`config.mk`:
```
export PLATFORM = sky130hd
export DESIGN_NAME = snapshot_sequencer
export DESIGN_NICKNAME = d
export VERILOG_FILES = /design/src/rtl/snapshot_sequencer.sv
export SDC_FILE = /design/constraint.sdc
export NUM_CORES = 1
export LEC_CHECK = 0
export BUFFER_PORTS_ARGS = -buffer_cell sky130_fd_sc_hd__buf_2
export CAP_MARGIN = 25
export CELL_PAD_IN_SITES_DETAIL_PLACEMENT = 1
export CELL_PAD_IN_SITES_GLOBAL_PLACEMENT = 2
export CORE_ASPECT_RATIO = 0.8
export CORE_MARGIN = 2
export CORE_UTILIZATION = 24
export DETAILED_ROUTE_END_ITERATION = 7
export GPL_ROUTABILITY_DRIVEN = 0
export GPL_TIMING_DRIVEN = 0
export PLACE_DENSITY_LB_ADDON = 0.1
export SYNTH_ARGS = -nofsm -noshare
export SYNTH_HDL_FRONTEND = slang
export SYNTH_SLANG_ARGS = --single-unit
```
`constraint.sdc`:
```
create_clock -name clock_in -period 3 [get_ports clock_in]
set_input_delay 0.45 -clock clock_in [delete_from_list [all_inputs] [get_ports clock_in]]
set_output_delay 0.45 -clock clock_in [all_outputs]
set_load 0.01 [all_outputs]
```
`src/rtl/snapshot_sequencer.sv`:
```
// Debug snapshot engine: on each falling edge of v_sync_in, copies the CPU registers and
// NUM_WINDOWS memory windows (each centred on its own pointer) into the aux display RAM.
module snapshot_sequencer #(
  parameter int unsigned DATA_WIDTH       = 16,
  parameter int unsigned MEM_ADDR_WIDTH   = 11,
  parameter int unsigned AUX_ADDR_WIDTH   = 5,
  parameter int unsigned CPU_ELEMENTS     = 10,
  parameter int unsigned NUM_WINDOWS      = 2,
  parameter int unsigned WINDOW_SIZE      = 10,
  parameter int unsigned WINDOW_BEFORE    = 4,
  parameter int unsigned MEM_READ_LATENCY = 1
) (
  input  logic                                  clock_in,
  input  logic                                  reset_in,
  input  logic                                  v_sync_in,
  input  logic [DATA_WIDTH-1:0]                 cpu_content_in,
  output logic [CPU_ELEMENTS-1:0]               cpu_select_out,
  input  logic [NUM_WINDOWS*MEM_ADDR_WIDTH-1:0] center_in,
  input  logic [NUM_WINDOWS*DATA_WIDTH-1:0]     mem_data_in,
  output logic [NUM_WINDOWS-1:0]                mem_select_out,
  output logic [MEM_ADDR_WIDTH-1:0]             mem_address_out,
  output logic                                  aux_wr_out,
  output logic [AUX_ADDR_WIDTH-1:0]             aux_waddress_out,
  output logic [DATA_WIDTH-1:0]                 aux_data_out,
  output logic                                  busy_out,
  output logic                                  done_out,
  output logic                                  overrun_out
);

  localparam int unsigned MaxCnt = (CPU_ELEMENTS > WINDOW_SIZE) ? CPU_ELEMENTS : WINDOW_SIZE;
  localparam int unsigned CntW   = (MaxCnt > 1) ? $clog2(MaxCnt) : 1;
  localparam int unsigned WinW   = (NUM_WINDOWS > 1) ? $clog2(NUM_WINDOWS) : 1;
  localparam int unsigned LatW   = (MEM_READ_LATENCY > 0) ? $clog2(MEM_READ_LATENCY + 1) : 1;
  // One extra bit so that centre - WINDOW_BEFORE and the upper clamp never wrap.
  localparam int unsigned BaseW  = MEM_ADDR_WIDTH + 1;

  localparam logic [BaseW-1:0] BeforeB  = BaseW'(WINDOW_BEFORE);
  localparam logic [BaseW-1:0] LimitB   = BaseW'((2 ** MEM_ADDR_WIDTH) - WINDOW_SIZE);
  localparam logic [CntW-1:0]  LastCpu  = CntW'(CPU_ELEMENTS - 1);
  localparam logic [CntW-1:0]  LastElem = CntW'(WINDOW_SIZE - 1);
  localparam logic [WinW-1:0]  LastWin  = WinW'(NUM_WINDOWS - 1);
  localparam logic [LatW-1:0]  LastLat  = LatW'(MEM_READ_LATENCY);

  typedef enum logic [2:0] {
    StIdle,
    StCpuRead,
    StWinSetup,
    StWinRead,
    StDone
  } state_e;

  state_e                  state_q, state_d;
  logic                    vs_q, vs_d;
  logic [CntW-1:0]         cnt_q, cnt_d;
  logic [WinW-1:0]         win_q, win_d;
  logic [LatW-1:0]         lat_q, lat_d;
  logic [BaseW-1:0]        base_q, base_d;
  logic                    aux_wr_q, aux_wr_d;
  logic [AUX_ADDR_WIDTH-1:0] aux_addr_q, aux_addr_d;
  logic [DATA_WIDTH-1:0]   aux_data_q, aux_data_d;

  logic                      trigger;
  logic [MEM_ADDR_WIDTH-1:0] center_sel;
  logic [BaseW-1:0]          center_ext;
  logic [BaseW-1:0]          offset;
  logic [BaseW-1:0]          base_calc;
  logic [DATA_WIDTH-1:0]     mem_sel_data;

  // Window base for the current channel: clamp at the bottom and top of memory.
  always_comb begin
    center_sel   = center_in[32'(win_q) * MEM_ADDR_WIDTH +: MEM_ADDR_WIDTH];
    mem_sel_data = mem_data_in[32'(win_q) * DATA_WIDTH +: DATA_WIDTH];
    center_ext   = {1'b0, center_sel};
    offset       = center_ext - BeforeB;
    if (center_ext < BeforeB) begin
      base_calc = '0;
    end else if (offset > LimitB) begin
      base_calc = LimitB;
    end else begin
      base_calc = offset;
    end
  end

  // Sequencer next state, select/address outputs and aux write staging.
  always_comb begin
    state_d         = state_q;
    vs_d            = v_sync_in;
    cnt_d           = cnt_q;
    win_d           = win_q;
    lat_d           = lat_q;
    base_d          = base_q;
    aux_wr_d        = 1'b0;
    aux_addr_d      = aux_addr_q;
    aux_data_d      = aux_data_q;
    cpu_select_out  = '0;
    mem_select_out  = '0;
    mem_address_out = '0;
    done_out        = 1'b0;

    trigger     = vs_q & ~v_sync_in;
    busy_out    = (state_q != StIdle);
    overrun_out = trigger & (state_q != StIdle);

    unique case (state_q)
      StIdle: begin
        if (trigger) begin
          state_d = StCpuRead;
          cnt_d   = '0;
          win_d   = '0;
        end
      end
      StCpuRead: begin
        cpu_select_out = CPU_ELEMENTS'(1) << cnt_q;
        aux_data_d     = cpu_content_in;
        aux_addr_d     = AUX_ADDR_WIDTH'(cnt_q);
        aux_wr_d       = 1'b1;
        if (cnt_q == LastCpu) begin
          state_d = StWinSetup;
          cnt_d   = '0;
          win_d   = '0;
        end else begin
          cnt_d = cnt_q + 1'b1;
        end
      end
      StWinSetup: begin
        base_d  = base_calc;
        cnt_d   = '0;
        lat_d   = '0;
        state_d = StWinRead;
      end
      StWinRead: begin
        mem_select_out  = NUM_WINDOWS'(1) << win_q;
        mem_address_out = MEM_ADDR_WIDTH'(base_q + BaseW'(cnt_q));
        // Address is held for the whole element; data is taken on its last cycle.
        if (lat_q == LastLat) begin
          lat_d      = '0;
          aux_data_d = mem_sel_data;
          aux_addr_d = AUX_ADDR_WIDTH'(CPU_ELEMENTS + 32'(win_q) * WINDOW_SIZE + 32'(cnt_q));
          aux_wr_d   = 1'b1;
          if (cnt_q == LastElem) begin
            cnt_d = '0;
            if (win_q == LastWin) begin
              state_d = StDone;
            end else begin
              win_d   = win_q + 1'b1;
              state_d = StWinSetup;
            end
          end else begin
            cnt_d = cnt_q + 1'b1;
          end
        end else begin
          lat_d = lat_q + 1'b1;
        end
      end
      StDone: begin
        done_out = 1'b1;
        state_d  = StIdle;
      end
      default: begin
        state_d = StIdle;
      end
    endcase
  end

  // State and output registers; vsync history resets high to avoid a false edge.
  always_ff @(posedge clock_in) begin
    if (reset_in) begin
      state_q    <= StIdle;
      vs_q       <= 1'b1;
      cnt_q      <= '0;
      win_q      <= '0;
      lat_q      <= '0;
      base_q     <= '0;
      aux_wr_q   <= 1'b0;
      aux_addr_q <= '0;
      aux_data_q <= '0;
    end else begin
      state_q    <= state_d;
      vs_q       <= vs_d;
      cnt_q      <= cnt_d;
      win_q      <= win_d;
      lat_q      <= lat_d;
      base_q     <= base_d;
      aux_wr_q   <= aux_wr_d;
      aux_addr_q <= aux_addr_d;
      aux_data_q <= aux_data_d;
    end
  end

  assign aux_wr_out       = aux_wr_q;
  assign aux_waddress_out = aux_addr_q;
  assign aux_data_out     = aux_data_q;

endmodule

```
==> impl_metrics.env, run 1 <==
export IMPL_fin_setup_tns_ns=0
export IMPL_synth_distinct_cells=52
export IMPL_min_path_cells=2
export IMPL_hpwl_um=8400
export IMPL_ys_ff_latch=43
export IMPL_ctsRootBufferMaster="clkbuf_16"
export IMPL_synthArstFlopShare=0
export IMPL_antenna_found_initial=0
export IMPL_path_common_cell="buf_6"
export IMPL_synth_common_cells="74 x nor2_1, 44 x a21oi_1, 43 x dfxtp_1, 27 x nand2_1, 26 x mux2i_1"
export IMPL_rr_worst_depth=10
export IMPL_syn_area_mm2=0.00296
export IMPL_pwr_share_clk=0.328
export IMPL_synthCells=384
export IMPL_cts_setup_buffers=0
export IMPL_sw_frac_of_total=0.333
export IMPL_final_layout_size_suffix_gt1_frac=0.280
export IMPL_slew_headroom=0.475
export IMPL_synth_nets=470
export IMPL_worstMarginPinSlew_ns=0.785
export IMPL_postSynthAreaPerCell_um2=7.71
export IMPL_wirelength_um=10200
export IMPL_critical_path_class="reg2reg"
export IMPL_crit_required_ns=3.20
export IMPL_worstPathArrival_ns=3.00
export IMPL_antenna_left=0
export IMPL_hold_buffers=0
export IMPL_cp_slowest_cell="or4b_1"
export IMPL_dr_pass1_iters=4
export IMPL_grt_pass1_vias=3116
export IMPL_design_core_area_mm2=0.0121
export IMPL_clk_latency_ns=0.28
export IMPL_hold_class="in2reg"
export IMPL_rsz0062_at_grt="no"
export IMPL_outcome="complete, no violations"
export IMPL_synth_top_area_share=0.291
export IMPL_ir_drop_uv=259
export IMPL_post_cts_resized=1
export IMPL_synth_area_leaders="dfxtp_1 29%, nor2_1 9.4%, mux2i_1 8.8%"
export IMPL_clk_pin_slew_ns=0.06
export IMPL_skew_ns=0.00468
export IMPL_min_period_ns=2.80
export IMPL_worst_path_largest_cell_delay_ns=0.47
export IMPL_crit_chain="buf_6 > buf_4 > mux2i_2 > ha_1 > o21ai_1 > or3_1 > buf_6 > nand2_1 > or4b_1 > a221oi_2"
export IMPL_drtIter0Drc=118
export IMPL_cp_max_fo=10
export IMPL_multiInputGateArea_mm2=0.00194
export IMPL_nFillCells=1527
export IMPL_yosysMostFrequentCell="nor2_1"
export IMPL_area_growth_pct=32.0
export IMPL_dieWidth_um=128
export IMPL_portBuffers=119
export IMPL_p_switching_uw=588
export IMPL_numCtsBuffers=5
export IMPL_synth_edff_count=0
export IMPL_nets=595
export IMPL_p_int_mw=1.18
export IMPL_grt_max_degree=20
export IMPL_initial_core_util=0.244
export IMPL_total_power_mw=1.77
export IMPL_ctsHtreeMaxLevel=2
export IMPL_cap_violations=0
export IMPL_drc_errors=0
export IMPL_grt_usage=0.154
export IMPL_diodes=0
export IMPL_timing_final_crit_share=0.933
export IMPL_grt_overflow=0
export IMPL_power_density_mw_per_mm2=451
export IMPL_numClockSinks=43
export IMPL_synthFlopType="dfxtp_1"
export IMPL_hold_violations=0
export IMPL_clockBufferDepth=2
export IMPL_ys_warnings_count=0
export IMPL_dieArea_mm2=0.0133
export IMPL_fin_area_mm2=0.00391
export IMPL_via_count=3104
export IMPL_setup_viol=0
export IMPL_ios=121
export IMPL_p_leak_nw=1.66
export IMPL_register_area_um2=861
export IMPL_placedInstanceArea_mm2=0.00375
export IMPL_ys_seq_area_frac=0.291
export IMPL_cts_tree="done"
export IMPL_wl_per_cell_um=15.5
export IMPL_avgViaCountPerCell=4.69
export IMPL_synth_top_area_cell="dfxtp_1"
export IMPL_rows=36
export IMPL_setup_worst_path_end_class="flip-flop"
export IMPL_clock_fmax_ghz=0.357
export IMPL_start_kind="flip-flop"
export IMPL_seqPwrFrac=0.378
export IMPL_comb_power_share=0.294
export IMPL_grt_pass1_wl_um=16200
export IMPL_die_h_um=103
export IMPL_slew_violations=0
==> worst max-delay path: cells and delay by family (launching register included) <==
family	cells	cell delay (ns)
AOI/OAI and AO/OA	2	0.38
adders and majority gates	1	0.27
buffers and inverters	3	0.49
DFF	1	0.34
muxes	1	0.35
and+or+nand+nor	3	0.87
==> layout make-up <==
class,instances,area share
Buffer,26,0.0330
Clock buffer,8,0.0400
Inverter,10,0.00960
Multi-Input combinational cell,304,0.496
Sequential cell,43,0.220
Tap cell,152,0.0486
Timing Repair Buffer,119,0.152
==> layer usage <==
metal  up-vias  global-route usage  part of all wire
li1       1608                   -                 -
met1      1414               0.232              0.53
met2        80               0.229              0.41
met3         2              0.0334             0.050
met4         0              0.0254            0.0044
met5         -                   0                 0
==> registers in the layout, summed over array words and instances (netlist names) <==
name / cells
win_q: 1
aux_wr_out: 1
aux_waddress_out: 5
lat_q: 1
base_q: 11
vs_q: 1
aux_data_out: 16
state_q: 3
cnt_q: 4
==> cells in the final DEF (no fill, tap or decap), types with 2 or more instances in the layout <==
cell type  Yosys  final
buf_6          2      3
o22ai_1        2      2
nand4b_1       2      2
xnor2_1        8      8
nand4_1        2      2
and3_1         4      4
or4b_1         2      2
mux2i_1       26     25
a21oi_1       44     44
or3_1          3      3
nor3b_1        4      4
ha_1          12     12
inv_1         10     10
a21o_1         3      3
a211oi_1      20     20
clkbuf_1      19     20
a32oi_1        2      2
clkbuf_16      0      5
nor3_1        11     11
and2_1         4      4
nand2b_1       5      5
mux2_2         2      2
nand3_1        5      5
o21ai_0        2      2
dfxtp_1       43     43
clkbuf_8       0      2
o211ai_1       4      4
nand2_1       27     27
nor2_1        74     74
buf_4          2      2
xor2_1         7      7
nor2b_1        7      7
or4_1          2      2
buf_2          2    120
a32o_1         2      2
==> power by group through the flow <==
stage	registers [mW]	logic [mW]	clock network [mW]
2_1_floorplan	0.688	0.304	0
3_3_place_gp	0.677	0.521	0
3_5_place_dp	0.679	0.528	0
4_1_cts	0.668	0.528	0.598
5_1_grt	0.675	0.593	0.626
6_report	0.668	0.519	0.578
==> through the flow <==
step / utilization / hold WS, ns / setup slack [ns] / std cells
6_report: 0.323 / 0.363 / 0.201 / 662
5_1_grt: 0.323 / 0.372 / 0.0126 / 662
4_1_cts: 0.322 / 0.358 / 0.110 / 662
3_5_place_dp: 0.309 / 0.456 / -0.427 / 655
3_3_place_gp: 0.309 / 0.450 / -0.440 / 655
2_1_floorplan: - / 0.440 / 0.116 / 384
==> cell families after synthesis <==
| kind of cell | share of synthesized area |
|---|---|
| adder cells (fa/ha/maj) | 0.0575 |
| AO/OA/AOI/OAI | 0.192 |
| multiplexers | 0.0955 |
| buffers and inverters | 0.0553 |
| AND/OR/NAND/NOR | 0.264 |
| XOR/XNOR | 0.0444 |
| flip-flops | 0.291 |
==> final timing paths <==
path	startpoint	to	slack, ns
max	win_q$_SDFFE_PP0P_	base_q[1]$_SDFFE_PP0P_	0.20
min	v_sync_in	vs_q$_SDFF_PP1_	0.36
max reg2reg	win_q$_SDFFE_PP0P_	base_q[1]$_SDFFE_PP0P_	0.20
min reg2reg	aux_waddress_out[0]$_SDFFE_PP0P_	aux_waddress_out[0]$_SDFFE_PP0P_	0.46
(Power assumes the default switching activity.)
==> run 2, diff against run 1 <==
- CTS_BUF_LIST: not set -> sky130_fd_sc_hd__clkbuf_8
==> run 2 against run 1 <==
Effect of this change:
- clock skew about the same
- highest routed layer unchanged
- global-route usage rose by 0.077 points
- setup slack worse by 0.0039 ns
- final cell count stayed put
- largest cell class unchanged
- first-iteration DRC count decreased by 5.1%
- via count grew 0.58%
- combinational power hardly changed
- sequential power barely moved
- critical path type unchanged
- critical endpoint unchanged
==> impl_metrics.env, run 2 (same netlist as run 1, synthesis figures left out) <==
export IMPL_outcome="complete, no violations"
export IMPL_numCtsBuffers=5
export IMPL_via_count=3122
export IMPL_crit_required_ns=3.22
export IMPL_ctsHtreeMaxLevel=2
export IMPL_setup_viol=0
export IMPL_dieArea_mm2=0.0133
export IMPL_grt_overflow=0
export IMPL_grt_pass1_vias=3105
export IMPL_dieWidth_um=128
export IMPL_skew_ns=0.00475
export IMPL_worstPathArrival_ns=3.03
export IMPL_total_power_mw=1.61
export IMPL_antenna_left=0
export IMPL_drtIter0Drc=112
export IMPL_die_h_um=103
export IMPL_slew_headroom=0.423
export IMPL_dr_pass1_iters=4
export IMPL_ctsRootBufferMaster="clkbuf_8"
export IMPL_hold_violations=0
export IMPL_min_period_ns=2.80
export IMPL_area_growth_pct=30.1
export IMPL_clockBufferDepth=2
export IMPL_numClockSinks=43
export IMPL_fin_ws_ns=0.197
export IMPL_portBuffers=119
export IMPL_final_cell_mix="120 x buf_2, 74 x nor2_1, 44 x a21oi_1"
export IMPL_wl_per_cell_um=15.5
export IMPL_p_leak_nw=1.64
export IMPL_diodes=0
export IMPL_cap_violations=0
export IMPL_start_kind="flip-flop"
export IMPL_wirelength_um=10300
export IMPL_hold_class="in2reg"
export IMPL_ir_drop_uv=144
export IMPL_final_layout_size_suffix_gt1_frac=0.280
export IMPL_antenna_found_initial=0
export IMPL_timing_final_crit_share=0.934
export IMPL_critical_path_class="reg2reg"
export IMPL_cts_setup_buffers=0
export IMPL_clock_fmax_ghz=0.357
export IMPL_grt_max_degree=20
export IMPL_setup_worst_path_end_class="flip-flop"
export IMPL_grt_usage=0.155
export IMPL_ios=121
export IMPL_nets=595
export IMPL_rows=36
export IMPL_cp_max_fo=10
export IMPL_hpwl_um=8400
export IMPL_clk_pin_slew_ns=0.09
export IMPL_power_density_mw_per_mm2=418
export IMPL_worstMarginPinSlew_ns=0.862
export IMPL_clk_latency_ns=0.30
export IMPL_cts_tree="done"
export IMPL_avgViaCountPerCell=4.72
export IMPL_initial_core_util=0.244
export IMPL_largest_reg_flops=16
export IMPL_drc_errors=0
export IMPL_hold_buffers=0
export IMPL_grt_pass1_wl_um=16200
export IMPL_rsz0062_at_grt="no"
export IMPL_design_core_area_mm2=0.0121
export IMPL_slew_violations=0
export IMPL_final_common_cell="buf_2"
export IMPL_dp_slack_ns=-0.427
-- run 2: cell count changes in the layout (fill, tap and decap cells not counted), sizes merged --
cell    change
clkbuf      -1
inv         +1
-- run 2: layout make-up --
cell class | count | area, µm²
repair buffers | 119 | 596
inverters | 10 | 37.5
clock inverters | 1 | 3.75
well taps | 152 | 190
plain buffers | 26 | 129
multi-input cells | 304 | 1940
fillers | 1533 | 8260
clock buffers | 7 | 96.3
flip-flops and latches | 43 | 861
-- run 2: path summary, 6_finish.rpt --
path | depth (start not counted) | endpoint | slack (ns) | from
worst max-delay path | 10 | base_q[1]$_SDFFE_PP0P_ | 0.20 | win_q$_SDFFE_PP0P_
worst min-delay path | 2 | vs_q$_SDFF_PP1_ | 0.34 | v_sync_in
worst max register to register | 10 | base_q[1]$_SDFFE_PP0P_ | 0.20 | win_q$_SDFFE_PP0P_
worst min register to register | 2 | aux_waddress_out[0]$_SDFFE_PP0P_ | 0.47 | aux_waddress_out[0]$_SDFFE_PP0P_
-- run 2: worst max-delay path, cell delays in order (launching register included) --
cell      delay (ns)
dfxtp_1         0.35
buf_6           0.14
buf_4           0.20
mux2i_2         0.35
ha_1            0.27
o21ai_1         0.13
or3_1           0.35
buf_6           0.15
nand2_1         0.05
or4b_1          0.47
a221oi_2        0.25
-- run 2: what timing repair did --
action                     in CTS  in global routing
setup endpoints to repair       5                  1
pin swaps                       0                  0
cloned                          0                  0
gates resized for setup         1                  2
-- run 2: per-layer routing --
metal / track usage / routed length (µm)
met4: 0.0304 / 76
met2: 0.229 / 4220
met5: 0 / 0
met3: 0.0334 / 510
met1: 0.232 / 5480
-- run 2: report_power, final --
part,total (mW),switching (mW),leakage [nW],internal [mW]
combinational,0.520,0.326,1.24,0.194
clock,0.422,0.215,0.0557,0.207
sequential,0.667,0.0389,0.350,0.628
total,1.61,0.580,1.64,1.03
-- run 2: per-stage QoR --
stage / utilization / std cells / instance area (µm²) / hold WS, ns / setup TNS (ns)
after floorplan: - / 384 / 2960 / 0.440 / 0
after global placement: 0.309 / 655 / 3750 / 0.450 / -1.16
after detailed placement: 0.309 / 655 / 3750 / 0.456 / -1.14
after CTS: 0.317 / 662 / 3850 / 0.328 / 0
after global routing: 0.318 / 662 / 3850 / 0.343 / 0
final: 0.318 / 662 / 3850 / 0.339 / 0
==> run 3, diff against run 2 <==
- CORE_MARGIN: 2 -> not set
- GPL_ROUTABILITY_DRIVEN: 0 -> not set
==> run 3 against run 2 <==
Effect of this change:
- routed wire length fell by 0.27%
- clock-buffer cell count fell by 1
- sequential cell count did not move
- final area rose by 0.55%
- critical path depth did not move
- register-to-register slack improved by 0.05 ns
- via count rose by 1.5%
- sequential power barely moved
- clock power rose by 15%
- worst hold slack improved by 0.0087 ns
- setup slack improved by 0.046 ns
- sequential share of layout area fell by 0.12 points
- critical endpoint unchanged
- largest cell class unchanged
==> impl_metrics.env, run 3 (same netlist as run 1, synthesis figures left out) <==
export IMPL_hold_class="in2reg"
export IMPL_ctsHtreeMaxLevel=2
export IMPL_ios=121
export IMPL_clk_pin_slew_ns=0.09
export IMPL_antenna_found_initial=0
export IMPL_slew_violations=0
export IMPL_via_count=3169
export IMPL_grt_pass1_vias=3095
export IMPL_fin_ws_ns=0.243
export IMPL_grt_pass1_wl_um=16400
export IMPL_path_common_cell="buf_6"
export IMPL_area_growth_pct=30.8
export IMPL_crit_required_ns=3.22
export IMPL_grt_max_degree=20
export IMPL_critical_path_class="reg2reg"
export IMPL_rsz0062_at_grt="no"
export IMPL_cts_setup_buffers=0
export IMPL_worst_path_largest_cell_delay_ns=0.47
export IMPL_hpwl_um=8340
export IMPL_avgViaCountPerCell=4.82
export IMPL_clock_fmax_ghz=0.363
export IMPL_drc_errors=0
export IMPL_portBuffers=119
export IMPL_ir_drop_uv=231
export IMPL_cp_slowest_cell="or4b_1"
export IMPL_grt_usage=0.163
export IMPL_setup_viol=0
export IMPL_dr_pass1_iters=4
export IMPL_ctsRootBufferMaster="clkbuf_8"
export IMPL_dp_slack_ns=-0.436
export IMPL_wl_per_cell_um=15.6
export IMPL_diodes=0
export IMPL_final_common_cell="buf_2"
export IMPL_antenna_left=0
export IMPL_final_cell_mix="120 x buf_2, 74 x nor2_1, 44 x a21oi_1"
export IMPL_gp_congestion=0.761
export IMPL_min_period_ns=2.76
export IMPL_total_power_mw=1.67
export IMPL_p_leak_nw=1.65
export IMPL_timing_final_crit_share=0.919
export IMPL_post_cts_resized=1
export IMPL_rows=35
export IMPL_worstMarginPinSlew_ns=0.785
export IMPL_numCtsBuffers=5
export IMPL_cts_tree="done"
export IMPL_hold_buffers=0
export IMPL_outcome="complete, no violations"
export IMPL_dieWidth_um=126
export IMPL_dieArea_mm2=0.0128
export IMPL_slew_headroom=0.474
export IMPL_numClockSinks=43
export IMPL_cap_violations=0
export IMPL_grt_overflow=0
export IMPL_initial_core_util=0.251
export IMPL_design_core_area_mm2=0.0118
export IMPL_setup_worst_path_end_class="flip-flop"
export IMPL_crit_chain="buf_6 > buf_4 > mux2i_4 > ha_1 > o21ai_1 > or3_1 > buf_6 > nand2_1 > or4b_1 > a221oi_2"
export IMPL_clk_latency_ns=0.30
export IMPL_fin_area_mm2=0.00387
export IMPL_cp_max_fo=10
export IMPL_drtIter0Drc=91
export IMPL_wirelength_um=10300
export IMPL_start_kind="flip-flop"
export IMPL_worstPathArrival_ns=2.98
export IMPL_final_layout_size_suffix_gt1_frac=0.282
export IMPL_die_h_um=101
export IMPL_hold_violations=0
export IMPL_clockBufferDepth=2
export IMPL_largest_reg_flops=16
export IMPL_power_density_mw_per_mm2=432
export IMPL_skew_ns=0.00521
export IMPL_nets=595
export IMPL_whs_ns=0.348
export IMPL_placedInstanceArea_mm2=0.00374
run 3: cell count changes in the layout (fill, tap and decap cells not counted), sizes merged:
cell,previous run,this run
clkbuf,26,25
inv,11,10
bufinv,0,1
clkinv,0,1
run 3: area by class of cell:
type | instances | area [µm²]
fillers | 1473 | 7910
multi-input cells | 304 | 1950
flip-flops and latches | 43 | 861
repair buffers | 119 | 596
well taps | 148 | 185
plain buffers | 26 | 129
clock buffers | 6 | 82.6
inverters | 10 | 37.5
clock inverters | 2 | 35.0
run 3: path summary, 6_finish.rpt:
| check | from | to | slack, ns | cells after the start |
|---|---|---|---|---|
| worst max-delay path | win_q$_SDFFE_PP0P_ | base_q[1]$_SDFFE_PP0P_ | 0.24 | 10 |
| worst min register to register | aux_waddress_out[0]$_SDFFE_PP0P_ | aux_waddress_out[0]$_SDFFE_PP0P_ | 0.46 | 2 |
| worst min-delay path | v_sync_in | vs_q$_SDFF_PP1_ | 0.35 | 2 |
| worst max register to register | win_q$_SDFFE_PP0P_ | base_q[1]$_SDFFE_PP0P_ | 0.24 | 10 |
run 3: stage by stage:
stage	util	std cells	setup TNS, ns
after floorplan	-	384	0
after global placement	0.318	651	-1.23
after detailed placement	0.318	651	-1.20
after CTS	0.328	658	0
after global routing	0.329	658	0
final	0.329	658	0
run 3: worst max-delay path: cells and delay by family, from the launching register on:
family,cells,cell delay [ns]
AO/OA/AOI/OAI,2,0.38
adder cells (fa/ha/maj),1,0.25
buffers and inverters,3,0.50
flip-flops,1,0.34
multiplexers,1,0.32
AND/OR/NAND/NOR,3,0.88
run 3: power breakdown:
part | total, mW | internal [mW] | switching [mW]
clock network | 0.484 | 0.270 | 0.214
registers | 0.667 | 0.628 | 0.0388
logic | 0.522 | 0.194 | 0.328
total | 1.67 | 1.09 | 0.581
run 3: per-layer routing:
layer,track usage,vias up,wire length [µm],part of all wire
met5,0,-,0,0
met4,0.0334,0,57,0.0056
met3,0.0365,5,459,0.045
met2,0.252,80,4440,0.43
met1,0.233,1479,5300,0.52
li1,-,1605,-,-
